<file path="src/rtl/bcd_updown_counter.sv">
// Multi-digit BCD up/down counter: cascaded decades with ripple carry/borrow,
// parallel load with per-digit clamp to 9, wrap or saturate at the ends.
module bcd_updown_counter #(
    parameter int DIGITS = 2,
    parameter bit WRAP   = 1'b1
) (
    input  logic                  clk,
    input  logic                  rst,
    input  logic                  en,
    input  logic                  up,
    input  logic                  load,
    input  logic [4*DIGITS-1:0]   load_val,
    output logic [4*DIGITS-1:0]   out,
    output logic                  tc
);

    logic [4*DIGITS-1:0] r_out;
    logic [4*DIGITS-1:0] w_step;
    logic [4*DIGITS-1:0] w_load;
    logic [DIGITS:0]     w_chain;
    logic [DIGITS-1:0]   w_is9;
    logic [DIGITS-1:0]   w_is0;
    logic                w_all9;
    logic                w_all0;
    logic                w_sat;

    // w_chain[k] is the carry (up) or borrow (down) entering digit k.
    assign w_chain[0] = 1'b1;

    genvar k;
    generate
        for (k = 0; k < DIGITS; k++) begin : g_digit
            logic [3:0] w_d;
            logic [3:0] w_lv;
            assign w_d      = r_out[4*k +: 4];
            assign w_lv     = load_val[4*k +: 4];
            assign w_is9[k] = (w_d == 4'd9);
            assign w_is0[k] = (w_d == 4'd0);

            always_comb begin
                w_step[4*k +: 4] = w_d;
                if (w_chain[k]) begin
                    if (up) w_step[4*k +: 4] = w_is9[k] ? 4'd0 : w_d + 4'd1;
                    else    w_step[4*k +: 4] = w_is0[k] ? 4'd9 : w_d - 4'd1;
                end
            end

            assign w_chain[k+1]     = w_chain[k] & (up ? w_is9[k] : w_is0[k]);
            assign w_load[4*k +: 4] = (w_lv > 4'd9) ? 4'd9 : w_lv;
        end
    endgenerate

    assign w_all9 = &w_is9;
    assign w_all0 = &w_is0;
    // A carry/borrow out of the top digit means we are at an end of the range.
    assign w_sat  = !WRAP && w_chain[DIGITS];

    always_ff @(posedge clk) begin
        if (rst)
            r_out <= '0;
        else if (load)
            r_out <= w_load;
        else if (en && !w_sat)
            r_out <= w_step;
    end

    assign out = r_out;
    assign tc  = en & ~load & ((up & w_all9) | (~up & w_all0));

endmodule

</file>
<file path="config.mk">
export PLATFORM = sky130hd
export DESIGN_NAME = bcd_updown_counter
export DESIGN_NICKNAME = d
export VERILOG_FILES = /design/src/rtl/bcd_updown_counter.sv
export SDC_FILE = /design/constraint.sdc
export NUM_CORES = 1
export LEC_CHECK = 0
export ABC_AREA = 1
export CORE_MARGIN = 4
export CORE_UTILIZATION = 30
export CTS_BUF_LIST = sky130_fd_sc_hd__clkbuf_2
export CTS_CLUSTER_DIAMETER = 120
export DETAILED_ROUTE_END_ITERATION = 16
export DONT_BUFFER_PORTS = 1
export PLACE_DENSITY = 0.53
export SETUP_SLACK_MARGIN = 0.15
export SYNTH_ARGS = -nofsm -noshare
export SYNTH_HDL_FRONTEND = slang
export SYNTH_SLANG_ARGS = --single-unit
</file>
<file path="constraint.sdc">
create_clock -name clk -period 1.9 [get_ports clk]
set_input_delay 0.285 -clock clk [delete_from_list [all_inputs] [get_ports clk]]
set_output_delay 0.285 -clock clk [all_outputs]
set_load 0.005 [all_outputs]
</file>
Word-level counts from Yosys, hierarchy flattened. Cells that the tools add are included.

Output and inout port bits: 9. Logic and storage cells: 36. Register bits after elaboration: 8.

Bitwise gates (word level): 7. Equal/unequal tests: 2. Magnitude comparators: 2. Reduce and logical (&&, ||, !) cells: 7. Add/sub/neg operators: 4. Multiplexer cells: 12.

Operators by type and width (number): 2-to-1 mux 4 bit (9); 2-to-1 mux 8 bit (2); adder 4 x 1 -> 4 bit (second input constant) (2); equality test 4 bit (second input constant) (2); > comparator 4 bit (second input constant) (2); logical NOT 4 bit (2); subtractor 4 x 1 -> 4 bit (second input constant) (2); AND reduction 2 bit (3); bitwise AND 1 bit (4); nonzero test 2 bit (2); inverter 1 bit (2); 2-to-1 mux 1 bit (1); bitwise OR 1 bit (1).

Longest topological paths before layout. Gate-level depths: netlist (run 1).

Depth after elaboration: 6. Gate-level depth with buffers: 11. Depth with buffers taken out: 10.

Worst setup path after synthesis (run 1). Ideal clock, no wire load.

Path type: reg2out. From: register r_out[4] (netlist: out[4]). To: output tc. Slack: 584 ps. Data required time: 1615 ps. Cell stages (with the launch flop): 6. Data arrival time: 1031 ps. Cells stage by stage: dfxtp_1 -> buf_6 -> nor2_2 -> nand3_1 -> or2_1 -> a21oi_1.

Word-level cells in the longest chain between the ends: 5.

RTL lines: start, declared (line 17) `logic [4*DIGITS-1:0] r_out;`; start signal, assigned (line 62) `r_out <= w_load;`; start signal, assigned (line 64) `r_out <= w_step;`; equality test 4 bit or logical NOT 4 bit (tied branches) (line 37, 38); AND reduction 2 bit, on equally long branches (line 53, 54); bitwise AND 1 bit (line 68) `assign tc = en & ~load & ((up & w_all9) | (~up & w_all0));`; bitwise OR 1 bit * (line 68); bitwise AND 1 bit * (line 68); end, declared (line 14) `output logic tc`.

Mark *: on every way between the ends. The rest lies on a longest branch, timed or not.

Worst setup path after layout (run 1).
From: register r_out[2] (netlist: out[2]). To: output tc.

Same word-level chain as after synthesis.

==> results of run 1 <==
[per-stage QoR]
step | std cells | power [mW]
floorplan | 135 | 0.370
global placement | 161 | 0.397
detailed placement | 161 | 0.399
CTS | 164 | 0.495
global route | 164 | 0.547
finish | 164 | 0.496
[cells in the mapped netlist (all sizes together)]
master	number	area [sq um]
nor2	20	87.6
a21oi	9	52.6
o21ai	11	55.1
dfxtp	8	160
a31oi	2	12.5
buf	2	16.3
or2	1	6.26
a22oi	1	7.51
inv	20	75.1
a21boi	1	7.51
nor3	1	5.00
nand3	15	85.1
xor2	1	8.76
nand2	41	169
nand4	2	12.5
[cell families after synthesis]
family | count (synthesis)
xor gates and xnor gates | 1
DFF | 8
AOI/OAI and AO/OA | 24
and+or+nand+nor | 80
buffers and inverters | 22
[area by class of cell]
type,instances,share of cell area
well taps,28,0.0433
multi-input cells,105,0.643
clock buffers,3,0.0185
inverters,20,0.0927
flip-flops and latches,8,0.202
[cell usage in the layout (no fill, tap or decap), drive strengths merged, types with 2 or more instances in the layout]
master / synthesis / final
a31oi: 2 / 2
nand4: 2 / 2
nor2: 20 / 20
nand2: 41 / 41
clkbuf: 0 / 3
o21ai: 11 / 11
nand3: 15 / 15
dfxtp: 8 / 8
inv: 20 / 20
a21oi: 9 / 9
[metal layers]
layer,global-route usage,vias to the layer above,wire length [um]
met4,0.0795,0,27
met2,0.175,29,880
met1,0.174,363,859
met3,0.0110,2,124
li1,-,441,-
met5,0,-,0
[worst register-to-register path, stage by stage, from the launching register on]
cell     delay (ns)
dfxtp_1        0.50
inv_2          0.10
nand2_2        0.09
nand2_2        0.06
nand3_1        0.07
nand2_1        0.07
nand2_1        0.07
nand2_1        0.05
nor2_1         0.08
nor2_1         0.04
[what timing repair did]
action | CTS | global route
resized for setup | 0 | 6
endpoints found under the setup margin | 0 | 1
endpoints found under the hold margin | 0 | 0
[report_power, final]
group	internal, mW	total, mW	switching [mW]
combinational	0.0661	0.176	0.110
clock	0.0430	0.0951	0.0521
sequential	0.186	0.224	0.0381
[path summary, 6_finish.rpt]
path | slack [ns] | from | end | cells past startpoint
worst max-delay path | 0.33 | out[2] | tc | 4
worst min-delay path | 0.11 | rst | out[0] | 1
worst max register to register | 0.67 | out[5] | out[5] | 9
worst min register to register | 0.58 | out[4] | out[4] | 2
==> key figures, run 1 <==
STA
  – Hold Slack: 0.106 ns
  – RSZ-0062 raised after global routing: false
  – Fin crit period: 1.57 ns
  – Final Hold Viols: 0
  – Post-Route Setup TNS: 0 ns
  – Final Max Slew Viols: 0
  – Final setup fails: 0
  – Post-route clock period utilization: 0.829
  – Final WS setup: 0.325 ns
  – Max-slew headroom: 0.787
  – Max Freq: 635 MHz
  – Clock Skew: 0.00714 ns
  – Least-Margin Pin Slew: 0.319 ns

Cells and area
  – Final Instance Area: 810 sq um
  – Fillers: 256
  – Fraction of layout cells with a size suffix above 1: 0.206
  – Area of the multi-input gates: 520 sq um
  – Max reg flops: 8
  – Sequential Area: 164 sq um
  – Synthesis-to-finish area growth: 6.41%
  – Ant diodes: 0
  – Utilization after layout: 0.349
  – Nets: 151

Critical path
  – CP max stage cell: dfxtp_1
  – Data arrival time of the critical path: 1.29 ns
  – CP Cell Sequence: nor2_2 > nand3_2 > or2_1 > a21oi_2
  – CP Max Fanout: 8
  – Data required time of the worst path: 1.62 ns
  – Setup CP Type: flip-flop to output pin
  – Kind of end point of the critical path: output pin
  – Critical path's top delay family: simple AND/OR/NAND/NOR gates
  – Crit path launch type: flip-flop
  – Buf+Inv Stages, Crit Path: 0
  – Worst stage delay on the critical path: 0.40 ns

Synth
  – Post-Synth Adder-Cell Area: 0
  – Synth Instances: 135
  – Syn_area_per_cell: 5.64 sq um
  – Seq/Total Area, Yosys: 0.211
  – Complex-gate fraction of the synthesized area: 0.178
  – Cell area after synthesis: 761 sq um
  – Synth cell types: 23
  – Syn nets: 148
  – Synth Area in Simple Gates: 0.480
  – Synth Area in XOR/XNOR: 0.0115
  – Total number of yosys warnings: 0
  – Largest family of logic cells by synthesized area: simple AND/OR/NAND/NOR gates
  – Post-synthesis mux area share: 0
  – FF+latch count, synth: 8

Power and ir drop
  – Pleak: 0.384 nW
  – Power per Cell Area: 612 nW/um^2
  – Largest vdd supply drop: 0.000350 V

Clock network
  – Num Clock Sinks: 8
  – Num CTS Buffers: 3
  – Clock-pin slew on the worst setup and hold paths: 0.07 ns
  – CTS tree: yes
  – H-tree levels: 1
  – Cts hold-fix bufs: 0
  – Root Buffer: clkbuf_2
  – Clock Latency Late Sink: 0.23 ns
  – Post-CTS setup buffer count: 0
  – Max clock buf depth: 2

Outcome
  – Status: finished, final reports clean

Place
  – HPWL after detailed placement: 1560 um
  – Buffers on Ports: 0
  – Routability Congestion: 0.909
  – DP Area: 779 sq um
  – Post-Place Worst Slack: 0.454 ns

Route
  – Drt pass-1 iters: 4
  – DRT antenna net count: 0
  – DR vias/cell: 5.09
  – # DRC: 0
  – Initial drt markers: 30
  – Final WL: 1890 um
  – Via count: 835
  – Drt wl/cell: 11.5 um

Floorplan
  – Die area: 3410 sq um
  – Core Area: 2320 sq um
  – Row cnt: 17
  – Die width: 58.4 um
  – Die height: 58.4 um
  – I/O pins: 22
  – Initial core utilization: 0.328

Global routing
  – GRT Util Overall: 0.123
  – Global-route wire length before repair: 3300 um
  – Pin count of the biggest net entering global routing: 13
  – Initial antenna violation count: 0
  – Gr ovfl total: 0
  – Vias in the first global route: 759

Flow run
  – # Max-Cap Violations: 0

Hold path
  – Worst min path class: input pin to flip-flop
No activity file was read; power rests on OpenSTA's default activity.
==> inputs of run 2 (changes only) <==
clock period = 1.55 ns   (was 1.9 ns; I/O delays follow)
==> key figures, run 2 (synthesis results as in run 1) <==
Outcome
  – Status: finished, final reports clean

Global routing
  – Gr ovfl total: 0
  – Global-route wire length before repair: 3160 um
  – Pin count of the biggest net entering global routing: 13
  – Initial antenna violation count: 0
  – GRT Util Overall: 0.117
  – Vias in the first global route: 761

Floorplan
  – Row cnt: 17
  – Initial core utilization: 0.328
  – Die area: 3410 sq um
  – Die width: 58.4 um
  – I/O pins: 22
  – Core Area: 2320 sq um
  – Die height: 58.4 um

Hold path
  – Worst hold start: rst
  – Hold Path Sink: out[0]
  – Hold Path Depth: 1
  – Worst min path class: input pin to flip-flop

Critical path
  – Data required time of the worst path: 1.32 ns
  – Reg2reg end: out[5]
  – Crit path launch type: flip-flop
  – R2r setup slk: 0.28 ns
  – CP Cell Sequence: nor2_2 > nand3_2 > or2_1 > a21oi_2
  – CP Max Fanout: 8
  – Kind of end point of the critical path: output pin
  – Buf+Inv Stages, Crit Path: 0
  – Setup CP Type: flip-flop to output pin
  – Critical path's top delay family: simple AND/OR/NAND/NOR gates
  – R2R cell count: 10
  – Worst reg2reg startpoint: out[4]
  – Data arrival time of the critical path: 1.22 ns
  – CP max stage cell: dfxtp_2
  – Worst stage delay on the critical path: 0.38 ns

Power and ir drop
  – Clock share of power: 0.188
  – Power, Total: 0.644 mW
  – Pleak: 0.415 nW
  – Power per Cell Area: 736 nW/um^2
  – Switching Share: 0.407
  – Internal power: 0.381 mW
  – Comb power frac: 0.400
  – Switch Pwr: 0.262 mW
  – Largest vdd supply drop: 0.000395 V
  – Flop pwr share: 0.413

Clock network
  – Num CTS Buffers: 3
  – Num Clock Sinks: 8
  – CTS tree: yes
  – Max clock buf depth: 2
  – Root Buffer: clkbuf_2
  – H-tree levels: 1
  – Clock-pin slew on the worst setup and hold paths: 0.08 ns
  – Clock Latency Late Sink: 0.24 ns
  – Cts hold-fix bufs: 0

STA
  – Final Hold Viols: 0
  – Max-slew headroom: 0.836
  – RSZ-0062 raised after global routing: true
  – Post-Route Setup TNS: 0 ns
  – Least-Margin Pin Slew: 0.246 ns
  – Fin crit period: 1.46 ns
  – Max Freq: 686 MHz
  – Clock Skew: 0.00901 ns
  – Final Max Slew Viols: 0
  – Post-route clock period utilization: 0.940
  – Final setup fails: 0

Route
  – Final WL: 1980 um
  – Initial drt markers: 17
  – DR vias/cell: 5.08
  – Drt pass-1 iters: 5
  – Via count: 858
  – DRT antenna net count: 0
  – # DRC: 0
  – Drt wl/cell: 11.7 um

Flow run
  – # Max-Cap Violations: 0

Cells and area
  – Non-filler instance count after layout: 169
  – Synthesis-to-finish area growth: 15.0%
  – Max reg flops: 8
  – Fillers: 255
  – Fraction of layout cells with a size suffix above 1: 0.277
  – Nets: 156
  – Most frequent cells in the layout: nand2_1 (37), inv_1 (12), nand3_1 (12), nor2_1 (12), inv_2 (8)
  – Ant diodes: 0
  – Commonest non-fill, non-tap cell in the layout: nand2_1

Place
  – Routability Congestion: 0.882
  – Placed cell count: 164
  – Buffers on Ports: 0
  – HPWL after detailed placement: 1600 um
==> run 2: worst max-delay path by stage <==
stage / from / endpoint / slack, ns / depth (start not counted)
6_report: out[2] / tc / 0.09 / 4
5_1_grt: out[3] / tc / 0.005 / 6
4_1_cts: out[3] / tc / 0.06 / 6
3_5_place_dp: out[3] / tc / 0.20 / 6
3_3_place_gp: out[2] / tc / 0.23 / 4
2_1_floorplan: out[4] / tc / 0.29 / 5
==> run 2: repair_timing <==
item / CTS / global route
pin swaps: 1 / 2
setup endpoints to repair: 1 / 1
buffers inserted: 0 / 2
resized for setup: 11 / 5
==> run 2: per-stage QoR <==
step | util | setup slack, ns | instance area [sq um] | hold WS, ns
floorplan | - | 0.286 | 761 | 0.302
global placement | 0.346 | 0.226 | 802 | 0.306
detailed placement | 0.346 | 0.199 | 802 | 0.305
CTS | 0.363 | 0.0585 | 842 | 0.0374
global route | 0.377 | 0.00529 | 875 | 0.0347
finish | 0.377 | 0.0927 | 875 | 0.0445
==> run 2: power by group through the flow <==
stage	clock, mW	combinational [mW]	sequential [mW]
after floorplan	0	0.194	0.259
after global placement	0	0.236	0.263
after detailed placement	0	0.237	0.263
after CTS	0.126	0.242	0.264
after global routing	0.136	0.287	0.271
final	0.121	0.257	0.266
==> run 2: per-layer routing <==
layer  routed length [um]  global-route usage  up-vias  share of wire
li1                     -                   -      452              -
met1                  969               0.158      374           0.49
met2                  877               0.174       28           0.44
met3                   99              0.0110        4          0.050
met4                   36              0.0828        0          0.018
met5                    0                   0        -              0
==> run 2: layout make-up <==
cell class / count / area [sq um] / share of cell area
inverters: 20 / 75.1 / 0.0858
repair buffers: 5 / 37.5 / 0.0429
multi-input cells: 105 / 541 / 0.618
clock buffers: 3 / 15.0 / 0.0172
well taps: 28 / 35.0 / 0.0401
flip-flops and latches: 8 / 171 / 0.196
==> inputs of run 3 (changes only) <==
CORE_MARGIN = default   (was 4)
==> key figures, run 3 (synthesis results as in run 1) <==
Place
  – DP Area: 802 sq um
  – HPWL after detailed placement: 1620 um
  – Routability Congestion: 0.868
  – Post-Place Worst Slack: 0.234 ns
  – Placed cell count: 164
  – Buffers on Ports: 0

Route
  – Drt wl/cell: 12.0 um
  – DRT antenna net count: 0
  – # DRC: 0
  – Initial drt markers: 20
  – Final WL: 2090 um
  – Via count: 879
  – DR vias/cell: 5.05
  – Drt pass-1 iters: 4

STA
  – Max-slew headroom: 0.839
  – Max Freq: 687 MHz
  – Final Max Slew Viols: 0
  – Least-Margin Pin Slew: 0.241 ns
  – RSZ-0062 raised after global routing: true
  – Clock Skew: 0.00979 ns
  – Post-Route Setup TNS: 0 ns
  – Final setup fails: 0
  – Post-route clock period utilization: 0.939
  – Final Hold Viols: 0
  – Final WS setup: 0.0951 ns
  – Fin crit period: 1.45 ns
  – Hold Slack: 0.0449 ns

Critical path
  – Setup CP Type: flip-flop to output pin
  – CP Max Fanout: 7
  – Crit path launch type: flip-flop
  – Data arrival time of the critical path: 1.22 ns
  – Kind of end point of the critical path: output pin
  – Data required time of the worst path: 1.32 ns

Global routing
  – GRT Util Overall: 0.176
  – Global-route wire length before repair: 3610 um
  – Initial antenna violation count: 0
  – Gr ovfl total: 0
  – Pin count of the biggest net entering global routing: 13
  – Vias in the first global route: 826

Cells and area
  – Fraction of layout cells with a size suffix above 1: 0.315
  – Ant diodes: 0
  – Commonest non-fill, non-tap cell in the layout: nand2_1
  – Non-filler instance count after layout: 174
  – Synthesis-to-finish area growth: 21.7%
  – Max reg flops: 8
  – Nets: 161
  – Final Instance Area: 926 sq um
  – Fillers: 259
  – Most frequent cells in the layout: nand2_1 (36), inv_1 (12), nand3_1 (12), nor2_1 (12), buf_4 (10)
  – Utilization after layout: 0.403

Clock network
  – Clock-pin slew on the worst setup and hold paths: 0.08 ns
  – Num CTS Buffers: 3
  – Num Clock Sinks: 8
  – Root Buffer: clkbuf_2
  – Cts hold-fix bufs: 0
  – CTS tree: yes
  – H-tree levels: 1
  – Max clock buf depth: 2
  – Clock Latency Late Sink: 0.24 ns

Hold path
  – Worst min path class: input pin to flip-flop

Power and ir drop
  – Power per Cell Area: 726 nW/um^2
  – Largest vdd supply drop: 0.000399 V
  – Power, Total: 0.672 mW
  – Pleak: 0.441 nW

Floorplan
  – Die width: 52.4 um
  – Core Area: 2300 sq um
  – Die height: 52.4 um
  – Die area: 2740 sq um
  – Initial core utilization: 0.331
  – Row cnt: 17
  – I/O pins: 22

Outcome
  – Status: finished, final reports clean

Flow run
  – # Max-Cap Violations: 0
run 3: final timing paths:
kind | endpoint | from | depth (start not counted) | slack, ns
min | out[0] | rst | 1 | 0.04
max | tc | out[1] | 4 | 0.1
min reg2reg | out[7] | out[7] | 4 | 0.64
max reg2reg | out[7] | out[0] | 9 | 0.30
run 3: report_power, final:
part           leakage, nW  internal [mW]  total (mW)  switching (mW)
Combinational        0.359          0.118       0.283           0.165
Clock               0.0125         0.0526       0.122          0.0689
Sequential          0.0692          0.229       0.268          0.0388
Total                0.441          0.400       0.672           0.273
run 3: what timing repair did:
action / 4_1_cts / 5_1_grt
pin swaps: 5 / 4
setup endpoints to repair: 1 / 1
setup buffers: 5 / 2
gates resized for setup: 15 / 6
run 3: worst max-delay path, stage by stage (launching register included):
cell and delay [ns]:
dfxtp_4 0.38, nor2_4 0.15, nand3_2 0.08, or2_1 0.22, a21oi_2 0.16
run 3: per-layer routing:
metal	vias to the layer above	track usage	share of wire
met4	0	0.110	0.021
met1	390	0.229	0.48
met3	5	0.0232	0.044
met2	26	0.270	0.46
li1	458	-	-
met5	-	0	0
run 3: final cells by class:
type,count,area [sq um],share of cell area
clock buffers,3,15.0,0.0162
inverters,20,77.6,0.0838
multi-input cells,105,548,0.592
flip-flops and latches,8,175,0.189
well taps,28,35.0,0.0378
repair buffers,10,75.1,0.0811
